$ cat config.mk
export PLATFORM = sky130hd
export DESIGN_NAME = matvec_load_ctrl
export DESIGN_NICKNAME = d
export VERILOG_FILES = /design/src/rtl/matvec_pkg.sv /design/src/rtl/line_unpacker.sv /design/src/rtl/matvec_load_ctrl.sv
export SDC_FILE = /design/constraint.sdc
export NUM_CORES = 1
export LEC_CHECK = 0
export ABC_AREA = 1
export CAP_MARGIN = 20
export CORE_MARGIN = 4
export CORE_UTILIZATION = 45
export CTS_CLUSTER_DIAMETER = 150
export DETAILED_ROUTE_END_ITERATION = 12
export GPL_ROUTABILITY_DRIVEN = 0
export PLACE_DENSITY = 0.72
export SETUP_SLACK_MARGIN = 0.15
export SLEW_MARGIN = 5
export SYNTH_ARGS = -nofsm -noshare
export SYNTH_HDL_FRONTEND = slang
export SYNTH_SLANG_ARGS = --single-unit
$ cat constraint.sdc
create_clock -name clk -period 2.6 [get_ports clk]
set_input_delay 0.52 -clock clk [delete_from_list [all_inputs] [get_ports clk]]
set_output_delay 0.52 -clock clk [all_outputs]
set_load 0.005 [all_outputs]
$ cat src/rtl/matvec_pkg.sv
// Shared types and sizing for the matrix-vector load sequencer.
package matvec_pkg;

  localparam int DEF_DATA_WIDTH = 8;
  localparam int DEF_DEPTH      = 8;

  typedef enum logic [2:0] {
    IDLE,
    CLR,
    REQ,
    WAIT,
    UNPACK,
    RUN,
    FIN
  } state_t;

  function automatic int line_w(input int data_width, input int depth);
    return data_width * depth;
  endfunction

endpackage

$ cat src/rtl/line_unpacker.sv
// Captures one memory line and presents it MSB element first, one element per advance.
module line_unpacker
  import matvec_pkg::*;
#(
  parameter int DATA_WIDTH = DEF_DATA_WIDTH,
  parameter int DEPTH      = DEF_DEPTH
) (
  input  logic                        clk,
  input  logic                        rst_n,
  input  logic                        load,
  input  logic [DATA_WIDTH*DEPTH-1:0] line_data,
  input  logic                        advance,
  output logic [DATA_WIDTH-1:0]       elem,
  output logic                        last
);

  localparam int LINE_W = line_w(DATA_WIDTH, DEPTH);
  localparam int CW     = (DEPTH > 1) ? $clog2(DEPTH) : 1;

  logic [LINE_W-1:0] line_q;
  logic [CW-1:0]     cnt;

  // Shifting left keeps the current element in the top slot.
  always_ff @(posedge clk or negedge rst_n) begin
    if (!rst_n) begin
      line_q <= '0;
      cnt    <= '0;
    end else if (load) begin
      line_q <= line_data;
      cnt    <= '0;
    end else if (advance) begin
      line_q <= line_q << DATA_WIDTH;
      cnt    <= last ? '0 : cnt + 1'b1;
    end
  end

  assign elem = line_q[LINE_W-1 -: DATA_WIDTH];
  assign last = (cnt == CW'(DEPTH - 1));

endmodule

$ cat src/rtl/matvec_load_ctrl.sv
// Fetches DEPTH matrix rows plus the vector row and streams them into the MAC FIFOs.
//
// state  | meaning
// IDLE   | waiting for start; done holds the last job's completion
// CLR    | one-cycle MAC clear pulse
// REQ    | read request for line base+row, held through waitrequest
// WAIT   | waiting for readdatavalid; drain discards the line after abort
// UNPACK | DEPTH element writes to A FIFO[row] or, for row DEPTH, the B FIFO
// RUN    | waiting for mac_done
// FIN    | one cycle with done set before returning to IDLE
module matvec_load_ctrl
  import matvec_pkg::*;
#(
  parameter int DATA_WIDTH = DEF_DATA_WIDTH,
  parameter int DEPTH      = DEF_DEPTH,
  parameter int ADDR_W     = 32
) (
  input  logic                        clk,
  input  logic                        rst_n,
  input  logic                        start,
  input  logic                        abort,
  input  logic [ADDR_W-1:0]           base_addr,
  output logic [ADDR_W-1:0]           mem_address,
  output logic                        mem_read,
  input  logic [DATA_WIDTH*DEPTH-1:0] mem_readdata,
  input  logic                        mem_readdatavalid,
  input  logic                        mem_waitrequest,
  output logic                        mac_clr,
  output logic [DEPTH-1:0]            a_wren,
  output logic [DATA_WIDTH-1:0]       a_data,
  output logic                        b_wren,
  output logic [DATA_WIDTH-1:0]       b_data,
  input  logic                        mac_done,
  output logic                        busy,
  output logic                        done
);

  localparam int RW = $clog2(DEPTH + 1);
  localparam logic [RW-1:0] ROW_B = RW'(DEPTH);

  state_t              state;
  logic [RW-1:0]       row;
  logic [ADDR_W-1:0]   base_q;
  logic                drain;
  logic                unp_load;
  logic                unp_adv;
  logic [DATA_WIDTH-1:0] elem;
  logic                elem_last;

  assign unp_load = (state == WAIT) && mem_readdatavalid && !drain && !abort;
  assign unp_adv  = (state == UNPACK);

  line_unpacker #(
    .DATA_WIDTH (DATA_WIDTH),
    .DEPTH      (DEPTH)
  ) u_unpacker (
    .clk       (clk),
    .rst_n     (rst_n),
    .load      (unp_load),
    .line_data (mem_readdata),
    .advance   (unp_adv),
    .elem      (elem),
    .last      (elem_last)
  );

  // Data lines are masked so idle FIFO inputs never toggle.
  assign a_data = (|a_wren) ? elem : '0;
  assign b_data = b_wren ? elem : '0;

  always_ff @(posedge clk or negedge rst_n) begin
    if (!rst_n) begin
      state       <= IDLE;
      row         <= '0;
      base_q      <= '0;
      drain       <= 1'b0;
      mem_address <= '0;
      mem_read    <= 1'b0;
      mac_clr     <= 1'b0;
      a_wren      <= '0;
      b_wren      <= 1'b0;
      busy        <= 1'b0;
      done        <= 1'b0;
    end else begin
      mac_clr <= 1'b0;
      case (state)
        IDLE: begin
          if (start && !abort) begin
            base_q  <= base_addr;
            done    <= 1'b0;
            busy    <= 1'b1;
            mac_clr <= 1'b1;
            drain   <= 1'b0;
            state   <= CLR;
          end
        end
        CLR: begin
          row <= '0;
          if (abort) begin
            busy  <= 1'b0;
            done  <= 1'b0;
            state <= IDLE;
          end else begin
            mem_read    <= 1'b1;
            mem_address <= base_q;
            state       <= REQ;
          end
        end
        REQ: begin
          // An abort coinciding with acceptance must still drain the returning line.
          if (!mem_waitrequest) begin
            mem_read <= 1'b0;
            drain    <= abort;
            state    <= WAIT;
          end else if (abort) begin
            mem_read <= 1'b0;
            busy     <= 1'b0;
            state    <= IDLE;
          end
        end
        WAIT: begin
          if (mem_readdatavalid) begin
            if (drain || abort) begin
              drain <= 1'b0;
              busy  <= 1'b0;
              state <= IDLE;
            end else begin
              a_wren <= (row != ROW_B) ? (DEPTH'(1) << row) : '0;
              b_wren <= (row == ROW_B);
              state  <= UNPACK;
            end
          end else if (abort) begin
            drain <= 1'b1;
          end
        end
        UNPACK: begin
          if (abort) begin
            a_wren <= '0;
            b_wren <= 1'b0;
            busy   <= 1'b0;
            state  <= IDLE;
          end else if (elem_last) begin
            a_wren <= '0;
            b_wren <= 1'b0;
            if (row == ROW_B) begin
              state <= RUN;
            end else begin
              row         <= row + 1'b1;
              mem_read    <= 1'b1;
              mem_address <= base_q + ADDR_W'(row) + ADDR_W'(1);
              state       <= REQ;
            end
          end
        end
        RUN: begin
          if (abort) begin
            busy  <= 1'b0;
            done  <= 1'b0;
            state <= IDLE;
          end else if (mac_done) begin
            done  <= 1'b1;
            state <= FIN;
          end
        end
        FIN: begin
          busy  <= 1'b0;
          state <= IDLE;
        end
        default: begin
          state <= IDLE;
        end
      endcase
    end
  end

endmodule

==> results.sh <==
export IMPL_place_hpwl_um=13900
export IMPL_grt_overflow=0
export IMPL_synth_top_area_share=0.503
export IMPL_final_area_um2=10100
export IMPL_synth_async_reset_ratio=1.00
export IMPL_start_kind="flop"
export IMPL_hold_buffers=0
export IMPL_antenna_found_initial=0
export IMPL_rrSetupSlack_ns=0.42
export IMPL_end_kind="primary output"
export IMPL_synthesis_nets=1059
export IMPL_r2r_start="row[3]$_DFFE_PN0P_"
export IMPL_clk_latency_ns=0.42
export IMPL_synth_edff_count=0
export IMPL_grt_pass1_wl_um=31900
export IMPL_reg2reg_depth=10
export IMPL_setup_viol=0
export IMPL_antenna_cells=0
export IMPL_dieArea_um2=18900
export IMPL_cts_setup_buffers=0
export IMPL_worstPathArrival_ns=1.83
export IMPL_dp_cells=1302
export IMPL_max_slew_margin=0.592
export IMPL_synth_seq_cells=152
export IMPL_min_period_ns=2.35
export IMPL_synth_cell_types=39
export IMPL_power_total_mw=11.0
export IMPL_hp_class="input pin to async pin"
export IMPL_fin_crit_sh=0.905
export IMPL_tightest_slew_ns=0.612
export IMPL_outcome="completed"
export IMPL_clock_sinks=152
export IMPL_max_vdd_ir_drop_mv=0.557
export IMPL_core_um2=16500
export IMPL_setup_ws_ns=0.247
export IMPL_holdWs_ns=0.0854
export IMPL_layout_commonest_cell="nand2_1"
export IMPL_yosys_area_top_type="dfrtp_1"
export IMPL_num_vias=6828
export IMPL_drc_errors=0
export IMPL_synth_warnings=0
export IMPL_wl_per_cell_um=14.7
export IMPL_wl_um=19600
export IMPL_fmax_mhz=425
export IMPL_track_usage=0.215
export IMPL_maxCapViolCount=0
export IMPL_io_pins=164
export IMPL_finalMaxSlewViolations=0
export IMPL_powerDensity_nw_per_um2=1080
export IMPL_hold_viol=0
export IMPL_pre_cts_ws_ns=0.282
export IMPL_clock_path_buffers=2
export IMPL_synth_cells=943
export IMPL_place_area_um2=9450
export IMPL_cts_clk_slew_worst_paths_ns=0.06
export IMPL_die_w_um=138
export IMPL_rows=47
export IMPL_vias_per_cell=5.12
export IMPL_syn_area_um2=7560
export IMPL_grt_pass1_vias=6465
export IMPL_initialDrtViolationCount=698
export IMPL_crit_required_ns=2.08
export IMPL_worstReg2RegEnd="mem_address[25]$_DFFE_PN0P_"
export IMPL_power_leakage_nw=4.72
export IMPL_htreeDepth=4
export IMPL_die_height_um=138
export IMPL_netlist_top_cells_area="dfrtp_1, nand2_1, inv_1"
export IMPL_root_buffer="clkbuf_16"
export IMPL_finalNonFillerCells=1333
export IMPL_rsz0062_at_grt="false"
export IMPL_antenna_left=0
export IMPL_cts_buffers=17
export IMPL_tns_ns=0
export IMPL_grt_max_degree=65
export IMPL_cts_tree="done"
export IMPL_mostFrequentLayoutCells="nand2_1, clkdlybuf4s50_1, dfrtp_1, inv_1, o21ai_0"
export IMPL_crit_fanout=8
export IMPL_io_buffer_count=163
export IMPL_initial_utilization=0.458
export IMPL_critPathKind="flop to primary output"
export IMPL_yosysSeqAreaShare=0.503
export IMPL_final_util=0.613
export IMPL_drive_gt1_frac=0.0611
export IMPL_yosys_most_used_dff="dfrtp_1"
export IMPL_postSynthAreaPerCell_um2=8.02
export IMPL_area_growth_pct=34.0
export IMPL_clock_skew_ns=0.0102
export IMPL_first_pass_iters=5
export IMPL_fin_nets=1217
==> metal layers <==
metal,vias to the layer above,part of all wire,global-route usage
li1,3377,-,-
met1,3191,0.46,0.309
met2,230,0.46,0.330
met3,30,0.062,0.0362
met4,0,0.018,0.0704
met5,-,0,0
==> Yosys cell counts (4+ instances only) <==
master and count:
a21oi_1 5, buf_2 18, clkbuf_1 15, dfrtp_1 152
ha_1 12, inv_1 135, inv_2 7, nand2_1 274
nand3_1 64, nand4_1 11, nor2_1 60, nor3_1 8
o21ai_0 77, o21ai_1 15, o21bai_1 4, o221ai_1 47
o31ai_1 5, xor2_1 5
==> critical path, cell delays in order, from the launching register on <==
cell and delay (ns):
dfrtp_1 0.40, nor4_2 0.28, and2_4 0.24, nor2_1 0.05
clkdlybuf4s50_1 0.44
==> final cells by class <==
class                      instances  area (um^2)
inverter                         143          539
multi-input combinational        609         3050
clock inverter                     7          164
fill                            1426         6390
sequential                       152         3800
timing repair buffer             178         1810
clock buffer                      24          492
tap                              220          275
==> cells by family (layout without fill, tap and decap cells) <==
logic type | after synthesis | after routing | share of synthesized area
simple gates | 431 | 431 | 0.237
fa+ha+maj | 13 | 13 | 0.0225
xor+xnor | 5 | 5 | 0.00579
flops | 152 | 152 | 0.503
compound gates | 160 | 160 | 0.135
buf+inv | 182 | 352 | 0.0973
==> what timing repair did <==
action,CTS,global route
resized for setup,1,6
pin swaps,0,1
endpoints found under the setup margin,8,12
==> how the worst max path moves through the flow <==
stage,startpoint,endpoint,slack [ns],cells past startpoint
detailed placement,abort,u_unpacker.line_q[32]$_DFFE_PN0P_,0.28,8
global route,a_wren[1]$_DFFE_PN0P_,a_data[7],0.16,4
floorplan,row[0]$_DFFE_PN0P_,mem_address[18]$_DFFE_PN0P_,0.71,11
finish,a_wren[1]$_DFFE_PN0P_,a_data[1],0.25,4
CTS,a_wren[1]$_DFFE_PN0P_,a_data[1],0.15,4
global placement,abort,u_unpacker.line_q[18]$_DFFE_PN0P_,0.32,8
==> where the power goes <==
group          leakage, nW  switching (mW)  internal, mW
registers             1.90           0.652          3.44
clock network        0.320           0.928          1.80
logic                 2.50            2.20          1.95
==> sequential cells by signal (all words and copies together), names as in the netlist, 3 cells and up <==
| register | count |
|---|---|
| u_unpacker.line_q | 64 |
| row | 4 |
| u_unpacker.cnt | 3 |
| a_wren | 8 |
| state | 3 |
| base_q | 32 |
| mem_address | 32 |
No activity file was read; power rests on OpenSTA's default activity.
